<file path="config.mk">
export PLATFORM = sky130hd
export DESIGN_NAME = iobus_periph
export DESIGN_NICKNAME = d
export VERILOG_FILES = /design/src/rtl/iobus_periph.sv
export SDC_FILE = /design/constraint.sdc
export NUM_CORES = 1
export LEC_CHECK = 0
export ABC_CLOCK_PERIOD_IN_PS = 4000
export CAP_MARGIN = 20
export CORE_UTILIZATION = 52
export CTS_BUF_LIST = sky130_fd_sc_hd__clkbuf_4
export CTS_CLUSTER_DIAMETER = 150
export DETAILED_ROUTE_END_ITERATION = 10
export GPL_ROUTABILITY_DRIVEN = 0
export MAX_ROUTING_LAYER = met4
export PLACE_DENSITY = 0.91
export SYNTH_ARGS = -nofsm -noshare
export SYNTH_HDL_FRONTEND = slang
export SYNTH_SLANG_ARGS = --single-unit
</file>
<file path="constraint.sdc">
create_clock -name CLK -period 4 [get_ports CLK]
set_input_delay 1.2 -clock CLK [delete_from_list [all_inputs] [get_ports CLK]]
set_output_delay 1.2 -clock CLK [all_outputs]
set_load 0.02 [all_outputs]
</file>
<file path="src/rtl/iobus_periph.sv">
// Memory-mapped I/O block for a small MCU: synchronized switches, LED register,
// compare/match timer with interrupt, and an 8N1 UART transmitter fed by a byte FIFO.
module iobus_periph #(
  parameter int BAUD_DIV   = 868,
  parameter int FIFO_DEPTH = 4
) (
  input  logic        CLK,
  input  logic        RESET,
  input  logic [31:0] IOBUS_ADDR,
  input  logic [31:0] IOBUS_OUT,
  input  logic        IOBUS_WR,
  output logic [31:0] IOBUS_IN,
  input  logic [15:0] SWITCHES,
  output logic [15:0] LEDS,
  output logic        UART_TXD,
  output logic        INTR
);

  localparam logic [31:0] A_SW     = 32'h1100_0000;
  localparam logic [31:0] A_LED    = 32'h1100_0020;
  localparam logic [31:0] A_TCNT   = 32'h1100_0040;
  localparam logic [31:0] A_TCMP   = 32'h1100_0044;
  localparam logic [31:0] A_TCTRL  = 32'h1100_0048;
  localparam logic [31:0] A_TXDATA = 32'h1100_0060;
  localparam logic [31:0] A_TXSTAT = 32'h1100_0064;

  localparam int          PW        = (FIFO_DEPTH > 2) ? $clog2(FIFO_DEPTH) : 1;
  localparam logic [15:0] BAUD_LAST = 16'(BAUD_DIV - 1);
  localparam logic [4:0]  FIFO_CAP  = 5'(FIFO_DEPTH);

  typedef enum logic [1:0] {IDLE, START, DATA, STOP} tx_state_e;

  logic [15:0]   sw_meta_q, sw_sync_q, leds_q;
  logic [31:0]   tcnt_q, tcnt_d, tcmp_q, tcmp_d;
  logic          en_q, en_d, ie_q, ie_d, pend_q, pend_d;
  logic          ovf_q, ovf_d;
  logic [7:0]    fifo_q [FIFO_DEPTH];
  logic [PW-1:0] wr_ptr_q, rd_ptr_q;
  logic [4:0]    count_q;
  tx_state_e     state_q;
  logic [15:0]   baud_q;
  logic [2:0]    bit_q;
  logic [7:0]    shift_q;
  logic          txd_q;

  logic wr_led, wr_tcnt, wr_tcmp, wr_tctrl, wr_tx, wr_txstat;
  logic fifo_full, fifo_empty, push, pop, baud_end, timer_match;

  assign wr_led    = IOBUS_WR && (IOBUS_ADDR == A_LED);
  assign wr_tcnt   = IOBUS_WR && (IOBUS_ADDR == A_TCNT);
  assign wr_tcmp   = IOBUS_WR && (IOBUS_ADDR == A_TCMP);
  assign wr_tctrl  = IOBUS_WR && (IOBUS_ADDR == A_TCTRL);
  assign wr_tx     = IOBUS_WR && (IOBUS_ADDR == A_TXDATA);
  assign wr_txstat = IOBUS_WR && (IOBUS_ADDR == A_TXSTAT);

  assign fifo_full   = (count_q == FIFO_CAP);
  assign fifo_empty  = (count_q == 5'd0);
  assign push        = wr_tx && !fifo_full;
  assign baud_end    = (baud_q == BAUD_LAST);
  // The FSM takes the next byte either from IDLE or at the last STOP cycle.
  assign pop         = !fifo_empty && ((state_q == IDLE) || ((state_q == STOP) && baud_end));
  assign timer_match = en_q && (tcnt_q == tcmp_q);

  always_comb begin
    tcnt_d = tcnt_q;
    if (wr_tcnt)          tcnt_d = IOBUS_OUT;
    else if (timer_match) tcnt_d = 32'd0;
    else if (en_q)        tcnt_d = tcnt_q + 32'd1;
    tcmp_d = wr_tcmp  ? IOBUS_OUT    : tcmp_q;
    en_d   = wr_tctrl ? IOBUS_OUT[0] : en_q;
    ie_d   = wr_tctrl ? IOBUS_OUT[1] : ie_q;
    pend_d = pend_q;
    if (timer_match)                    pend_d = 1'b1;
    else if (wr_tctrl && IOBUS_OUT[2])  pend_d = 1'b0;
    ovf_d = ovf_q;
    if (wr_tx && fifo_full)             ovf_d = 1'b1;
    else if (wr_txstat && IOBUS_OUT[3]) ovf_d = 1'b0;
  end

  always_ff @(posedge CLK or negedge RESET) begin
    if (!RESET) begin
      sw_meta_q <= 16'd0;
      sw_sync_q <= 16'd0;
      leds_q    <= 16'd0;
      tcnt_q    <= 32'd0;
      tcmp_q    <= 32'hFFFF_FFFF;
      en_q      <= 1'b0;
      ie_q      <= 1'b0;
      pend_q    <= 1'b0;
      ovf_q     <= 1'b0;
      wr_ptr_q  <= '0;
      rd_ptr_q  <= '0;
      count_q   <= 5'd0;
    end else begin
      sw_meta_q <= SWITCHES;
      sw_sync_q <= sw_meta_q;
      if (wr_led) leds_q <= IOBUS_OUT[15:0];
      tcnt_q <= tcnt_d;
      tcmp_q <= tcmp_d;
      en_q   <= en_d;
      ie_q   <= ie_d;
      pend_q <= pend_d;
      ovf_q  <= ovf_d;
      if (push) wr_ptr_q <= wr_ptr_q + 1'b1;
      if (pop)  rd_ptr_q <= rd_ptr_q + 1'b1;
      if (push && !pop)      count_q <= count_q + 5'd1;
      else if (pop && !push) count_q <= count_q - 5'd1;
    end
  end

  always_ff @(posedge CLK) begin
    if (push) fifo_q[wr_ptr_q] <= IOBUS_OUT[7:0];
  end

  always_ff @(posedge CLK or negedge RESET) begin
    if (!RESET) begin
      state_q <= IDLE;
      baud_q  <= 16'd0;
      bit_q   <= 3'd0;
      shift_q <= 8'd0;
      txd_q   <= 1'b1;
    end else begin
      case (state_q)
        IDLE: if (pop) begin
          state_q <= START;
          shift_q <= fifo_q[rd_ptr_q];
          txd_q   <= 1'b0;
          baud_q  <= 16'd0;
        end
        START: if (baud_end) begin
          state_q <= DATA;
          baud_q  <= 16'd0;
          bit_q   <= 3'd0;
          txd_q   <= shift_q[0];
        end else baud_q <= baud_q + 16'd1;
        DATA: if (baud_end) begin
          baud_q <= 16'd0;
          if (bit_q == 3'd7) begin
            state_q <= STOP;
            txd_q   <= 1'b1;
          end else begin
            bit_q   <= bit_q + 3'd1;
            shift_q <= shift_q >> 1;
            txd_q   <= shift_q[1];
          end
        end else baud_q <= baud_q + 16'd1;
        STOP: if (baud_end) begin
          baud_q <= 16'd0;
          if (pop) begin
            state_q <= START;
            shift_q <= fifo_q[rd_ptr_q];
            txd_q   <= 1'b0;
          end else state_q <= IDLE;
        end else baud_q <= baud_q + 16'd1;
        default: state_q <= IDLE;
      endcase
    end
  end

  always_comb begin
    IOBUS_IN = 32'd0;
    case (IOBUS_ADDR)
      A_SW:     IOBUS_IN = {16'd0, sw_sync_q};
      A_LED:    IOBUS_IN = {16'd0, leds_q};
      A_TCNT:   IOBUS_IN = tcnt_q;
      A_TCMP:   IOBUS_IN = tcmp_q;
      A_TCTRL:  IOBUS_IN = {29'd0, pend_q, ie_q, en_q};
      A_TXSTAT: IOBUS_IN = {23'd0, count_q, ovf_q, (state_q != IDLE), fifo_empty, fifo_full};
      default:  IOBUS_IN = 32'd0;
    endcase
  end

  assign LEDS     = leds_q;
  assign UART_TXD = txd_q;
  assign INTR     = pend_q & ie_q;

endmodule

</file>
* Word level (Yosys, flattened, before mapping)
Memories as Yosys holds them, arrays and structs flattened.
Index checks and enable logic that the tools add are counted.
** Storage, ports and cells
- Latch bits :: 0
- Bits in read-only memories :: 0
- Output and inout bits :: 50
- Flip-flop bits (word level) :: 155
- Input bits :: 83
- RAM bits :: 32
- Memories :: 1
** Memory list
- fifo_q :: words 4, bits a word 8, rd ports 1, clocked after Yosys merged registers in 0, wr ports 1, RTL line 37 : logic [7:0] fifo_q [FIFO_DEPTH];
** Cells by class
- Bitwise operators :: 1
- $lt $le $gt $ge :: 0
- Shift-type cells :: 0
- Mux-type cells :: 37
- Div/mod/pow operators :: 0
- $mul :: 0
- Reductions and logical operators :: 34
- Equality and inequality tests :: 20
- Add/subtract/negate cells :: 7
** Operators with widths (count)
- $eq A32 B29 Y1 const B :: 7
- $pmux W32 S6 :: 1
- $mux W32 :: 3
- $add A32 B1 Y32 const B :: 1
- $eq A32 B32 Y1 :: 1
- $mux W16 :: 2
- $mux W8 :: 4
- $pmux W16 S2 :: 1
- $pmux W8 S3 :: 1
- $add A16 B1 Y16 const B :: 1
- $eq A16 B10 Y1 const B :: 1
- $logic_and A1 B1 Y1 :: 15
- $mux W1 :: 12
- $ne A2 B2 Y1 const B :: 6
- $mux W2 :: 5
- $mux W5 :: 2
- $reduce_bool A2 Y1 :: 5
- $mux W3 :: 3
- $pmux W2 S4 :: 1
- $reduce_and A4 Y1 :: 2
- $pmux W3 S2 :: 1
- $reduce_bool A3 Y1 :: 2
- $add A5 B1 Y5 const B :: 1
- $eq A5 B3 Y1 const B :: 1
- other kinds (15) :: 20

* Longest topological paths before layout
- Depth in word-level cells :: 7
- Depth in mapped cells :: 14
- Depth with buffers taken out :: 14

* Least setup slack after synthesis
Ideal clock, no wire load.
- Path type :: in2out
- Start :: input port IOBUS_ADDR[1]
- End :: output port IOBUS_IN[0]
- Setup slack :: -0.088 ns
- Cell stages on the path :: 8
- Data arrival time :: 2.888 ns
- Path through :: nor4_1 > and2_1 > buf_2 > clkbuf_1 > a221oi_1 > a21oi_1 > a221oi_1 > nor3_1
** On the way
- Word-level cells in the longest chain between the ends :: 2
** RTL lines
- from (decl) :: RTL line 9 : input logic [31:0] IOBUS_ADDR,
- $eq A32 B29 Y1 :: RTL line 162 : case (IOBUS_ADDR)
- $pmux W32 S6 (*) :: RTL line 162
- to (decl) :: RTL line 12 : output logic [31:0] IOBUS_IN,
Mark *: on every way between the ends. The rest lies on a longest branch, timed or not.

* Worst setup path in the final report
- Start :: input port IOBUS_ADDR[22]
- End :: output port IOBUS_IN[1]
The elaborated chain is that of the path after synthesis.

==> impl_results.md <==
* Number of hold buffers added after cts at 0
* Placement Setup Slack at -945.5 ps
* ANT cells at 0
* Reg2reg start: count_q[1]
* GRT Resource Usage Total at 0.2986
* Top FF cell, synth: dfrtp_1
* Post-synth EDFFs at 32
* Layout cells sized above 1 at 0.3152
* Crit path launch type: input pin
* Syn Nets at 974
* Hold_sp: sw_meta_q[5]
* Post-Synthesis Cells at 873
* Final nets at 1138
* Leak at 5.117 nW
* Final ANT Viol Nets at 0
* Tmin final at 4231 ps
* Die width at 140.3 um
* First-pass GRT wire length at 44070 um
* Register clock-pin slew on the reported worst setup and hold paths at 160 ps
* PD cells at 254.5 mW/mm^2
* Die Y at 140.3 um
* RSZ-0062 raised after global routing: true
* Final wirelength at 29240 um
* Worst slew margin at 0.4908
* Via density at 6.588
* Yosys warns at 0
* P_sw at 0.7787 mW
* Dpl cell area at 0.01187 mm^2
* DRT iter0 DRCs at 1145
* Switching Share at 0.2424
* Routed len/inst at 22.77 um
* Clock Power Share at 0.332
* Io pins at 133
* CTS tree: done
* Synthesized area per cell at 11.39 um^2
* Max cap viols at 0
* Highest clock rate at 236.3 MHz
* Critical Path AT at 3030 ps
* DR pass1 iterations at 6
* Bufs on Longest Clock Path at 2
* Synth unique cells at 70
* Internal at 2.433 mW
* DRC at 0
* Via count at 8459
* Kind of critical path: input pin to output pin
* Core ar. at 0.01871 mm^2
* Worst setup margin at -231.3 ps
* Clk_skew at 23.71 ps
* Fin crit share at 1.058
* # setup viols final at 30
* Vias in the first global route at 8124
* Hold path depth at 0
* Die area at 0.01968 mm^2
* Port bufs at 132
* Hpwl dp at 19110 um
* Violated checks: negative setup slack
* Row count at 50
* Synth Register Bits at 187
* Worst-path fanout max at 3
* Clock Sink Count at 187
* Mapped Area at 0.009943 mm^2
* Clock Root Buffer: clkbuf_4
* Number of H-tree levels at 4
* Largest net degree at the start of global routing at 80
* Fillers at 1192
* Endpoints failing hold at 0
* Initial Util at 0.5316
* Area Overhead vs Synth at 26.90%
* CTS Buf Count at 17
* Least-Margin Pin Slew at 763.8 ps
* Max-slew violations at 0
* Clk Latency, worst-skew pair at 590 ps
* Worst hold path type: register to register
* Status: finished, violations left
* Worst Setup End Kind: output pin
* Crit. Startpoint: IOBUS_ADDR[22]
* Sequential group share of total power at 0.610
* Initial antenna violation count at 0
* Comb pwr share at 0.057
* GR Overflow Total at 0
* Worst R2R Path Depth at 13
* Post-route cell area at 0.01262 mm^2
* Peak supply drop at 201.4 uV
* Sequential area share after synthesis at 0.4909
* Worst path required time at 2800 ps
* Post-synth ARST share at 0.8289
-- routing by layer --
| layer | vias to the layer above | wire (um) | track usage |
|---|---|---|---|
| met2 | 597 | 14000 | 0.4674 |
| met4 | 0 | 1255 | 0.1371 |
| met5 | - | 0 | - |
| li1 | 3616 | - | - |
| met1 | 4119 | 11250 | 0.3782 |
| met3 | 127 | 2728 | 0.05573 |
-- repair_timing --
action,in CTS,in global routing
buffers inserted,6,7
resized for setup,304,59
setup endpoints to repair,33,32
pin swaps,24,33
gates cloned,3,2
-- power by group through the flow --
stage	sequential [mW]	clock, mW	combinational, mW
floorplan	1.99	0	0.0210
global placement	1.99	0	0.166
detailed placement	1.99	0	0.170
CTS	1.96	1.06	0.173
global route	1.96	1.15	0.195
finish	1.96	1.07	0.183
-- registers in the layout, summed over array words and instances, names as in the netlist, 2 cells and up --
signal     cells
fifo_q        32
tcmp_q        32
tcnt_q        32
LEDS          16
baud_q        16
sw_meta_q     16
sw_sync_q     16
shift_q        8
count_q        5
bit_q          3
rd_ptr_q       2
state_q        2
wr_ptr_q       2
-- cell usage after synthesis, types with 13 or more instances --
library cell    n  share of area
edfxtp_1       32          0.097
nand3_1        33          0.017
buf_2          20          0.010
clkbuf_1       38          0.014
a31oi_1        21          0.013
nand4_1        25          0.016
o31ai_1        13         0.0098
nor2_1         36          0.014
and2_1         14         0.0088
a22o_1         29          0.026
dfstp_2        33          0.087
nand2_1        57          0.022
xnor2_1        39          0.034
nor3_1         14         0.0070
o21ai_0        56          0.028
mux2_2         31          0.035
nor4_1         13         0.0082
ha_1           17          0.021
a21oi_1        20          0.010
dfrtp_1       122           0.31
a22oi_1        20          0.015
mux2_4         37          0.056
-- kinds of logic (layout without fill, tap and decap cells) --
family	after synthesis	in the layout	synth area share
AOI/OAI and AO/OA	203	203	0.1424
xor gates and xnor gates	48	48	0.04228
adders and majority gates	18	18	0.02340
buffers and inverters	75	252	0.03360
DFF	187	187	0.4909
muxes	82	82	0.1151
and+or+nand+nor	260	260	0.1523
-- critical path, cell delays in order --
cell and delay (ps):
buf_6 100, nor4_4 280, nand3_2 180, buf_6 170, nor4_4 320, buf_4 190, a221oi_2 60, nor3_1 240
buf_4 170, buf_6 110
-- layout make-up --
| cell class | count | area (um^2) | share of cell area |
|---|---|---|---|
| clock buffers | 19 | 142.6 | 0.01130 |
| clock inverters | 13 | 141.4 | 0.01120 |
| inverters | 12 | 45.04 | 0.003570 |
| multi-input cells | 611 | 5036 | 0.3991 |
| flip-flops and latches | 187 | 4881 | 0.3868 |
| well taps | 234 | 292.8 | 0.02320 |
| repair buffers | 208 | 2079 | 0.1648 |
-- per-stage QoR --
step / utilization / TNS (ps) / hold slack, ps / cells / power, mW
6_report: 0.6746 / -2147 / 348.1 / 1284 / 3.212
5_1_grt: 0.6746 / -3734 / 355.2 / 1284 / 3.305
4_1_cts: 0.6582 / -737.9 / 354.5 / 1277 / 3.194
3_5_place_dp: 0.6344 / -30150 / 335.5 / 1236 / 2.165
3_3_place_gp: 0.6344 / -27450 / 331.5 / 1236 / 2.160
2_1_floorplan: - / -247.7 / 331.2 / 873 / 2.014
-- final timing paths --
kind	slack, ps	to
max in group asynchronous	2510	sw_meta_q[2]
min in group asynchronous	640	tcnt_q[21]
max	-230	IOBUS_IN[1]
max reg2reg	450	count_q[4]
min	350	sw_sync_q[5]
min reg2reg	350	sw_sync_q[5]
-- cell usage in the layout, fill, tap and decap left out, drive strengths merged, types with 4 or more instances in the layout --
cell | netlist | final
buf | 24 | 126
dfrtp | 122 | 122
mux2 | 68 | 68
clkdlybuf4s50 | 0 | 67
nand2 | 58 | 58
o21ai | 57 | 57
xnor2 | 39 | 39
nor2 | 37 | 37
nand3 | 34 | 34
dfstp | 33 | 33
edfxtp | 32 | 32
a22o | 29 | 29
nand4 | 27 | 27
clkbuf | 39 | 22
a31oi | 21 | 21
a21oi | 20 | 20
a22oi | 20 | 20
nor4 | 19 | 19
ha | 17 | 17
inv | 12 | 17
nor3 | 14 | 14
and2 | 14 | 14
o31ai | 13 | 13
and4 | 12 | 12
and3 | 12 | 12
xor2 | 9 | 9
nor4b | 9 | 9
mux4 | 8 | 8
clkdlybuf4s15 | 0 | 7
o21a | 6 | 6
mux2i | 6 | 6
nand3b | 6 | 6
a21o | 6 | 6
a221oi | 6 | 6
clkinv | 0 | 6
dlygate4sd2 | 0 | 5
o221ai | 5 | 5
nor2b | 4 | 4
nand4b | 4 | 4
nor3b | 4 | 4
(Power assumes the default switching activity.)
